`src/rtl/debounce_pkg.sv`:
```
// Shared types and defaults for the debounce input stage.
// Optional feature macro: DEBOUNCE_EDGE_EN (rise_o/fall_o strobes).
package debounce_pkg;

  localparam int unsigned DEBOUNCE_STABLE_CYCLES_DEF = 4;

  typedef enum logic {
    ST_STABLE  = 1'b0,
    ST_PENDING = 1'b1
  } state_e;

endpackage

```
`src/rtl/sync_2ff.sv`:
```
// Two-flop synchronizer for one asynchronous level.
// Reusable by any input stage in the clk domain.
module sync_2ff (
  input  logic clk,
  input  logic rst,
  input  logic d,
  output logic q
);

  logic s1_q, s1_d;
  logic s2_q, s2_d;

  // shift the raw level through two stages
  always_comb begin
    s1_d = d;
    s2_d = s1_q;
  end

  // synchronizer registers, cleared by reset
  always_ff @(posedge clk) begin
    if (rst) begin
      s1_q <= 1'b0;
      s2_q <= 1'b0;
    end else begin
      s1_q <= s1_d;
      s2_q <= s2_d;
    end
  end

  assign q = s2_q;

endmodule

```
`src/rtl/debounce.sv`:
```
// Debounce stage: sync, then accept a level after STABLE_CYCLES mismatches.
// Optional feature macro: DEBOUNCE_EDGE_EN (rise_o/fall_o strobes).
module debounce
  import debounce_pkg::*;
#(
  parameter int unsigned STABLE_CYCLES = DEBOUNCE_STABLE_CYCLES_DEF,
  parameter int unsigned CNT_W = $clog2(STABLE_CYCLES + 1)
) (
  input  logic clk,
  input  logic rst,
  input  logic in,
  output logic out,
  output logic rise_o,
  output logic fall_o
);

  localparam logic [CNT_W-1:0] CNT_LAST = CNT_W'(STABLE_CYCLES - 1);

  logic             in_s;
  state_e           state;
  logic             acc;
  logic             out_q, out_d;
  logic [CNT_W-1:0] cnt_q, cnt_d;

  sync_2ff u_sync (
    .clk (clk),
    .rst (rst),
    .d   (in),
    .q   (in_s)
  );

  // state is implied by whether the synced level disagrees with out
  always_comb begin
    state = (in_s != out_q) ? ST_PENDING : ST_STABLE;
  end

  // count consecutive mismatches; accept on the last one
  always_comb begin
    cnt_d = '0;
    out_d = out_q;
    acc   = 1'b0;
    unique case (state)
      ST_STABLE: begin
        cnt_d = '0;
      end
      ST_PENDING: begin
        if (cnt_q == CNT_LAST) begin
          out_d = in_s;
          acc   = 1'b1;
          cnt_d = '0;
        end else begin
          cnt_d = cnt_q + CNT_W'(1);
        end
      end
    endcase
  end

  // debounced level and mismatch counter
  always_ff @(posedge clk) begin
    if (rst) begin
      out_q <= 1'b0;
      cnt_q <= '0;
    end else begin
      out_q <= out_d;
      cnt_q <= cnt_d;
    end
  end

  assign out = out_q;

`ifdef DEBOUNCE_EDGE_EN
  logic rise_q, rise_d;
  logic fall_q, fall_d;

  // strobes fire with the accepted change
  always_comb begin
    rise_d = acc & in_s;
    fall_d = acc & ~in_s;
  end

  // strobe registers align with out
  always_ff @(posedge clk) begin
    if (rst) begin
      rise_q <= 1'b0;
      fall_q <= 1'b0;
    end else begin
      rise_q <= rise_d;
      fall_q <= fall_d;
    end
  end

  assign rise_o = rise_q;
  assign fall_o = fall_q;
`else
  assign rise_o = 1'b0;
  assign fall_o = 1'b0;
`endif

endmodule

```
`config.mk`:
```
export PLATFORM = sky130hd
export DESIGN_NAME = debounce
export DESIGN_NICKNAME = d
export VERILOG_FILES = /design/src/rtl/debounce_pkg.sv /design/src/rtl/sync_2ff.sv /design/src/rtl/debounce.sv
export SDC_FILE = /design/constraint.sdc
export NUM_CORES = 1
export LEC_CHECK = 0
export CAP_MARGIN = 10
export CORE_AREA = 4 4 41 43
export DETAILED_ROUTE_END_ITERATION = 6
export DIE_AREA = 0 0 45 47
export PLACE_DENSITY = 0.37
export SLEW_MARGIN = 20
export SYNTH_ARGS = -nofsm -noshare
export SYNTH_HDL_FRONTEND = slang
export SYNTH_SLANG_ARGS = --single-unit
export TNS_END_PERCENT = 50
```
`constraint.sdc`:
```
create_clock -name clk -period 1.15 [get_ports clk]
set_input_delay 0.23 -clock clk [delete_from_list [all_inputs] [get_ports clk]]
set_output_delay 0.23 -clock clk [all_outputs]
set_load 0.1 [all_outputs]
```
; Word-level counts from Yosys, hierarchy flattened
; Cells that the tools add are included.
[op_classes]
eq_ne = 2
mux = 3
reduce_logical = 1
bitwise_logic = 1
n_addsub = 1
[ops]
columns = op, n
row1 = $pmux W3 S2, 1
row2 = $add A3 B1 Y3 const B, 1
row3 = $eq A3 B2 Y1 const B, 1
row4 = $mux W3, 1
row5 = $reduce_and A2 Y1, 1
row6 = $mux W1, 1
row7 = $ne A1 B1 Y1, 1
row8 = $not A1 Y1, 1
[totals]
inputBits = 3
word_cells = 12
output_inout_bits = 3
register_bits = 6

; Depth between registers and ports, before layout
[logic_depth]
ltp_word = 4
depth_mapped = 4
depth_no_buf = 4

; By module
; Synthesis repeated with hierarchy kept, for this count alone.
[unflattened]
cells_unflattened = 20
area_unflattened_um2 = 230.2
[by_module_without_submodules]
columns = module, seq_area_each_um2, cells_each, n_inst, area_each_um2
row1 = debounce, 80.1, 16, 1, 177.7
row2 = sync_2ff, 40.0, 4, 1, 52.6

; Worst setup path after synthesis
; No wires, ideal clock.
[synth_timing]
path_type = reg-to-reg
from = reg out_q (netlist: out)
to = reg cnt_q[1]
path_stages_with_launch = 3
n_path_buf = 0
slack_ps = -355
setup_ps = 88
t_required_ps = 1062
arrival_time_ps = 1417
synth_period_minus_slack_ps = 1505
cell_sequence = dfxtp_1 > xnor2_1 > nor4b_2
[synth_between]
elab_chain_cells = 4
[synth_rtl]
columns = element, line
row1 = start: declaration, debounce.sv:22  ; logic out_q, out_d;
row2 = start signal: assignment, debounce.sv:64  ; out_q <= out_d;
row3 = $ne A1 B1 Y1 (*), debounce.sv:34  ; state = (in_s != out_q) ? ST_PENDING : ST_STABLE;
row4 = $mux W1 (*), debounce.sv:34
row5 = $not A1 Y1, debounce.sv:42  ; unique case (state)
row6 = $pmux W3 S2 (*), debounce.sv:42
row7 = end signal: assignment, debounce.sv:65  ; cnt_q <= cnt_d;
row8 = end: declaration, debounce.sv:23  ; logic [CNT_W-1:0] cnt_q, cnt_d;
; Every way passes the cells marked *; elsewhere a longest branch is shown, timed or not.
; A chain may end at the register's enable or synchronous reset.

; Final worst setup path
[layout_timing]
from = reg cnt_q[0]
to = reg cnt_q[2]
[layout_between]
elab_chain_cells = 3
elab_cells_between_ends = 4
cone_classes = add/sub: 1 / eq/ne: 1 / mux: 2
[layout_rtl]
columns = element, line
row1 = $add A3 B1 Y3 or $eq A3 B2 Y1 (tied branches), "debounce.sv:52, debounce.sv:47"
row2 = $mux W3 (*), debounce.sv:47  ; if (cnt_q == CNT_LAST) begin
row3 = $pmux W3 S2 (*), debounce.sv:42
; Marked as above.

==> impl_metrics.env <==
export IMPL_avgSynthCellArea_sq_um=11.5
export IMPL_cts_tree="built"
export IMPL_cp_arrival_ns=1.21
export IMPL_track_usage_pct=3.40
export IMPL_syn_inst=20
export IMPL_synth_top_area_cell="dfxtp_1"
export IMPL_cts_hold_buf=0
export IMPL_synth_top_area_share_pct=52.2
export IMPL_ir_drop_mv=0.550
export IMPL_critPathTopFamily="adder cells"
export IMPL_power_density_nw_per_um2=1390
export IMPL_synth_distinct_cells=11
export IMPL_vias=144
export IMPL_ant_nets=0
export IMPL_tns_ns=0
export IMPL_firstDrtPassIters=1
export IMPL_max_cap_viol_count=0
export IMPL_max_freq_ghz=0.948
export IMPL_viasPerCell=3.60
export IMPL_drive_above_1_share_pct=40.0
export IMPL_p_leak_nw=0.112
export IMPL_required_ns=1.30
export IMPL_holdPathEnd="cnt_q[0]$_SDFF_PP0_"
export IMPL_htreeDepth=1
export IMPL_final_core_util_pct=24.9
export IMPL_reg2reg_from="cnt_q[0]$_SDFF_PP0_"
export IMPL_clock_path_buffers=2
export IMPL_setup_slack_ns=0.0957
export IMPL_path_max_fanout=2
export IMPL_die_w_microns=45
export IMPL_root_buffer="clkbuf_4"
export IMPL_min_delay_start="cnt_q[0]$_SDFF_PP0_"
export IMPL_clock_sinks=6
export IMPL_syn_area_sq_um=230
export IMPL_die_h_microns=47
export IMPL_finalCritPeriodShare_pct=91.7
export IMPL_status="completed"
export IMPL_die_area_sq_um=2120
export IMPL_crit_chain="ha_2 > ha_4 > nor4_2"
export IMPL_top_level_ports=6
export IMPL_post_cts_setup_buffer_count=0
export IMPL_hold_viol=0
export IMPL_cts_clk_slew_worst_paths_ns=0.05
export IMPL_antenna_found_initial=0
export IMPL_slowest_stage="dfxtp_2"
export IMPL_fp_row_count=13
export IMPL_synth_area_leaders="dfxtp_1, ha_1, buf_4, nor4b_2, nor2b_1"
export IMPL_grt_max_degree=7
export IMPL_area_growth_pct=40.8
export IMPL_yosysWarnings=0
export IMPL_wl_per_cell_microns=7.50
export IMPL_drcViolationCount=0
export IMPL_rr_worst_depth=3
export IMPL_portBuffers=3
export IMPL_final_nets=32
export IMPL_crit_buf_inv=0
export IMPL_core_sq_um=1300
export IMPL_setup_violations=0
export IMPL_pre_cts_ws_ns=0.00969
export IMPL_critical_path_class="reg -> reg"
export IMPL_numCtsBuffers=3
export IMPL_r2r_slack_ns=0.1
export IMPL_whs_path_depth=1
export IMPL_ys_seq_elements=6
export IMPL_start_util_pct=17.7
export IMPL_synth_seq_area_share_pct=52.2
export IMPL_n_antenna_cell=0
export IMPL_place_congestion=0.612
export IMPL_clock_skew_ns=0.000118
export IMPL_fin_crit_ns=1.05
export IMPL_worstSetupEndpointType="flop"
export IMPL_r2r_end="cnt_q[2]$_SDFF_PP0_"
export IMPL_start_kind="flop"
export IMPL_drt_initial_drc_count=0
export IMPL_grt_overflow_total=0
export IMPL_cp_depth=3
export IMPL_grt_pass1_wl_microns=469
export IMPL_min_path_type="reg -> reg"
export IMPL_slowest_delay_ns=0.31
export IMPL_clock_latency_ns=0.24
export IMPL_rsz0062_at_grt="false"
export IMPL_slew_violations=0
export IMPL_drt_total_wl_microns=300
export IMPL_grt_pass1_vias=142
-- synth_stat cells --
cell     count
buf_4        2
conb_1       1
dfxtp_1      6
ha_1         2
inv_1        1
mux2i_1      1
nor2_1       1
nor2b_1      2
nor4_1       2
nor4b_2      1
xnor2_1      1
-- cells by family (layout without fill, tap and decap cells) --
kind of cell	Yosys count	in the layout	share of synthesized area (%)
mux	1	1	4.35
flops	6	6	52.2
fa+ha+maj	2	2	10.9
xor+xnor	1	1	3.81
simple gates	6	6	19.0
other cells	1	2	1.63
buf+inv	3	7	8.15
-- how the worst max path moves through the flow --
stage	slack [ns]	start	endpoint
after floorplan	0.008	out$_SDFFE_PP0P_	cnt_q[1]$_SDFF_PP0_
after global placement	0.04	rst	cnt_q[2]$_SDFF_PP0_
after detailed placement	0.01	rst	cnt_q[2]$_SDFF_PP0_
after CTS	0.03	cnt_q[0]$_SDFF_PP0_	cnt_q[0]$_SDFF_PP0_
after global routing	0.01	cnt_q[0]$_SDFF_PP0_	cnt_q[2]$_SDFF_PP0_
final	0.1	cnt_q[0]$_SDFF_PP0_	cnt_q[2]$_SDFF_PP0_
-- layout make-up --
class	instances	area, sq um
clock buffer	3	22.5
fill	148	977
inverter	1	3.75
multi-input combinational	12	116
sequential	6	123
tap	15	18.8
timing repair buffer	3	40.0
-- placed cells by master (no fill, tap or decap) --
cell and instances:
clkdlybuf4s50_1 2, dfxtp_2 2, conb_1 2, nor4_2 1
clkbuf_4 3, inv_1 1, dfxtp_1 4, buf_12 1
nor2_1 1, ha_2 1, xnor2_1 1, nor4b_2 1
nor2b_1 2, nor4_1 1, mux2i_1 1, ha_4 1
-- metal layers --
layer | vias up | wire length (microns) | track usage, %
li1 | 74 | - | -
met1 | 66 | 119 | 2.97
met2 | 4 | 155 | 5.08
met3 | 0 | 25 | 2.30
met4 | 0 | 0 | 3.51
met5 | - | 0 | 0
-- stage by stage --
step	power, mW	area [sq um]	std cells	hold slack [ns]
6_report	0.449	324	40	0.412
5_1_grt	0.473	324	40	0.429
4_1_cts	0.456	302	40	0.445
3_5_place_dp	0.262	279	37	0.434
3_3_place_gp	0.262	279	37	0.421
2_1_floorplan	0.257	235	21	0.295
-- state kept, by name (all words and copies together) (netlist names) --
register and count:
u_sync.s1_q 1, out 1, cnt_q 3, u_sync.q 1
-- what timing repair did --
item                                    CTS  global route
resized for setup                         0             4
endpoints found under the setup margin    0             2
hold endpoints to repair                  0             0
-- where the power goes --
part           internal [mW]  switching [mW]  total (mW)
logic                0.00964          0.0345      0.0442
registers              0.213         0.00190       0.215
clock network          0.118          0.0722       0.190
(Power assumes the default switching activity.)
==> RTL edit, RTL diff (config.mk and constraints unchanged) <==
Register the input `in` before use, cleared by the reset. The logic sees it one clock later.
--- a/src/rtl/debounce.sv
+++ b/src/rtl/debounce.sv
@@ -16,6 +16,16 @@
 
   localparam logic [CNT_W-1:0] CNT_LAST = CNT_W'(STABLE_CYCLES - 1);
 
+  logic in_q;
+
+  always_ff @(posedge clk) begin
+    if (rst) begin
+      in_q <= '0;
+    end else begin
+      in_q <= in;
+    end
+  end
+
   logic             in_s;
   state_e           state;
   logic             acc;
@@ -25,7 +35,7 @@
   sync_2ff u_sync (
     .clk (clk),
     .rst (rst),
-    .d   (in),
+    .d   (in_q),
     .q   (in_s)
   );
 
Formal check against the unedited RTL: not equivalent (Yosys sat finds a counterexample within 10 cycles, from zero or initial values and one cycle with rst high).
==> RTL edit against the original RTL <==
  * Power is 15% higher
  * Setup slack worse by 41 ps
  * Synthesized area is 11% higher
  * Wire length is 33% higher
  * Sequential power is 16% higher
  * Critical path type unchanged
  * Global-route usage is 0.87 points higher
  * Sequential cell count is 1 higher
  * Design area is 8.1% higher
  * Via count is 16% higher
==> RTL edit: results (changes against the original RTL) <==
vias in the first global route 147 (+3.5%); First DRT Iteration DRCs 2 (+2); RR Endpoint cnt_q[0]; post-DR wirelength/cell 9.256 µm (+23%); top cells by count, synth 7 x dfxtp_1, 3 x nor2b_1, 2 x buf_4, 2 x ha_1, 2 x nor4_1; Post-Synth XOR/XNOR Area 0.03415 (-0.003897); Synth Area in Adders 0.09756 (-0.01113); peak supply drop 618.1 µV (+12%); gate count after technology mapping 22 (+10%); leakage 0.0001267 µW (+13%); top cells by area, synth dfxtp_1 55%, ha_1 9.8%, nor2b_1 7.3%; fmax 913.3 MHz (-3.7%); dpl cells 39 (+5.4%); Net Sw Frac 0.2427 (+0.0009327); skew final 1.890 ps (+1.772 ps); fillers 147 (-0.68%); global-route wire length before repair 524 µm (+12%); pin count of the biggest net entering global routing 8 (+1); grt met2 use 0.05367 (+0.002825); GPL Wtd Cong 0.6690 (+9.3%); post-synthesis sequential area ratio 0.5463 (+0.02460); Metal-1 WL 152 µm (+28%); drt pass-1 iters 2 (+1); Hold Path Sink u_sync.s1_q; global routing usage on met1 0.03196 (+0.002283); HP Start in_q; GRT Total Usage 0.04272 (+0.008703); hold_ws 431.0 ps (+18.82 ps); share of cells above drive strength 1 0.2857 (-0.1143); CP Max Fanout 4 (+2); status finished clean; Post-Route WL 398 µm (+33%); slowest CP cell dfxtp_1; dpl cell area 305.3 µm² (+9.4%); Critical Path AT 1250 ps (+40 ps); DR vias/cell 3.884 (+7.9%); DP Worst Slack -7.681 ps (-17.37 ps); reg2reg path depth 3 (unchanged); max layer used met4
RTL edit: changes by cell type after synthesis:
cell | unedited run | this run
dfxtp_1 | 6 | 7
nor2b_1 | 2 | 3
RTL edit: kinds of logic (layout without fill, tap and decap cells):
kind of cell,count (synthesis),count (layout)
DFF,7,7
and+or+nand+nor,7,7
buffers and inverters,3,8
adders and majority gates,2,2
other,1,2
xor gates and xnor gates,1,1
muxes,1,1
RTL edit: cell type report:
type	count	area (µm²)	area share
Sequential cell	7	141.4	0.4036
Multi-Input combinational cell	13	120.1	0.3429
Clock buffer	4	26.28	0.07500
Tap cell	15	18.77	0.05357
Timing Repair Buffer	3	40.04	0.1143
Inverter	1	3.754	0.01071
RTL edit: power by group through the flow:
stage	clock network, µW	logic, µW	registers [µW]
2_1_floorplan	0	38.4	254
3_3_place_gp	0	43.3	254
3_5_place_dp	0	43.5	254
4_1_cts	232	43.5	249
5_1_grt	238	46.4	249
6_report	221	44.4	249
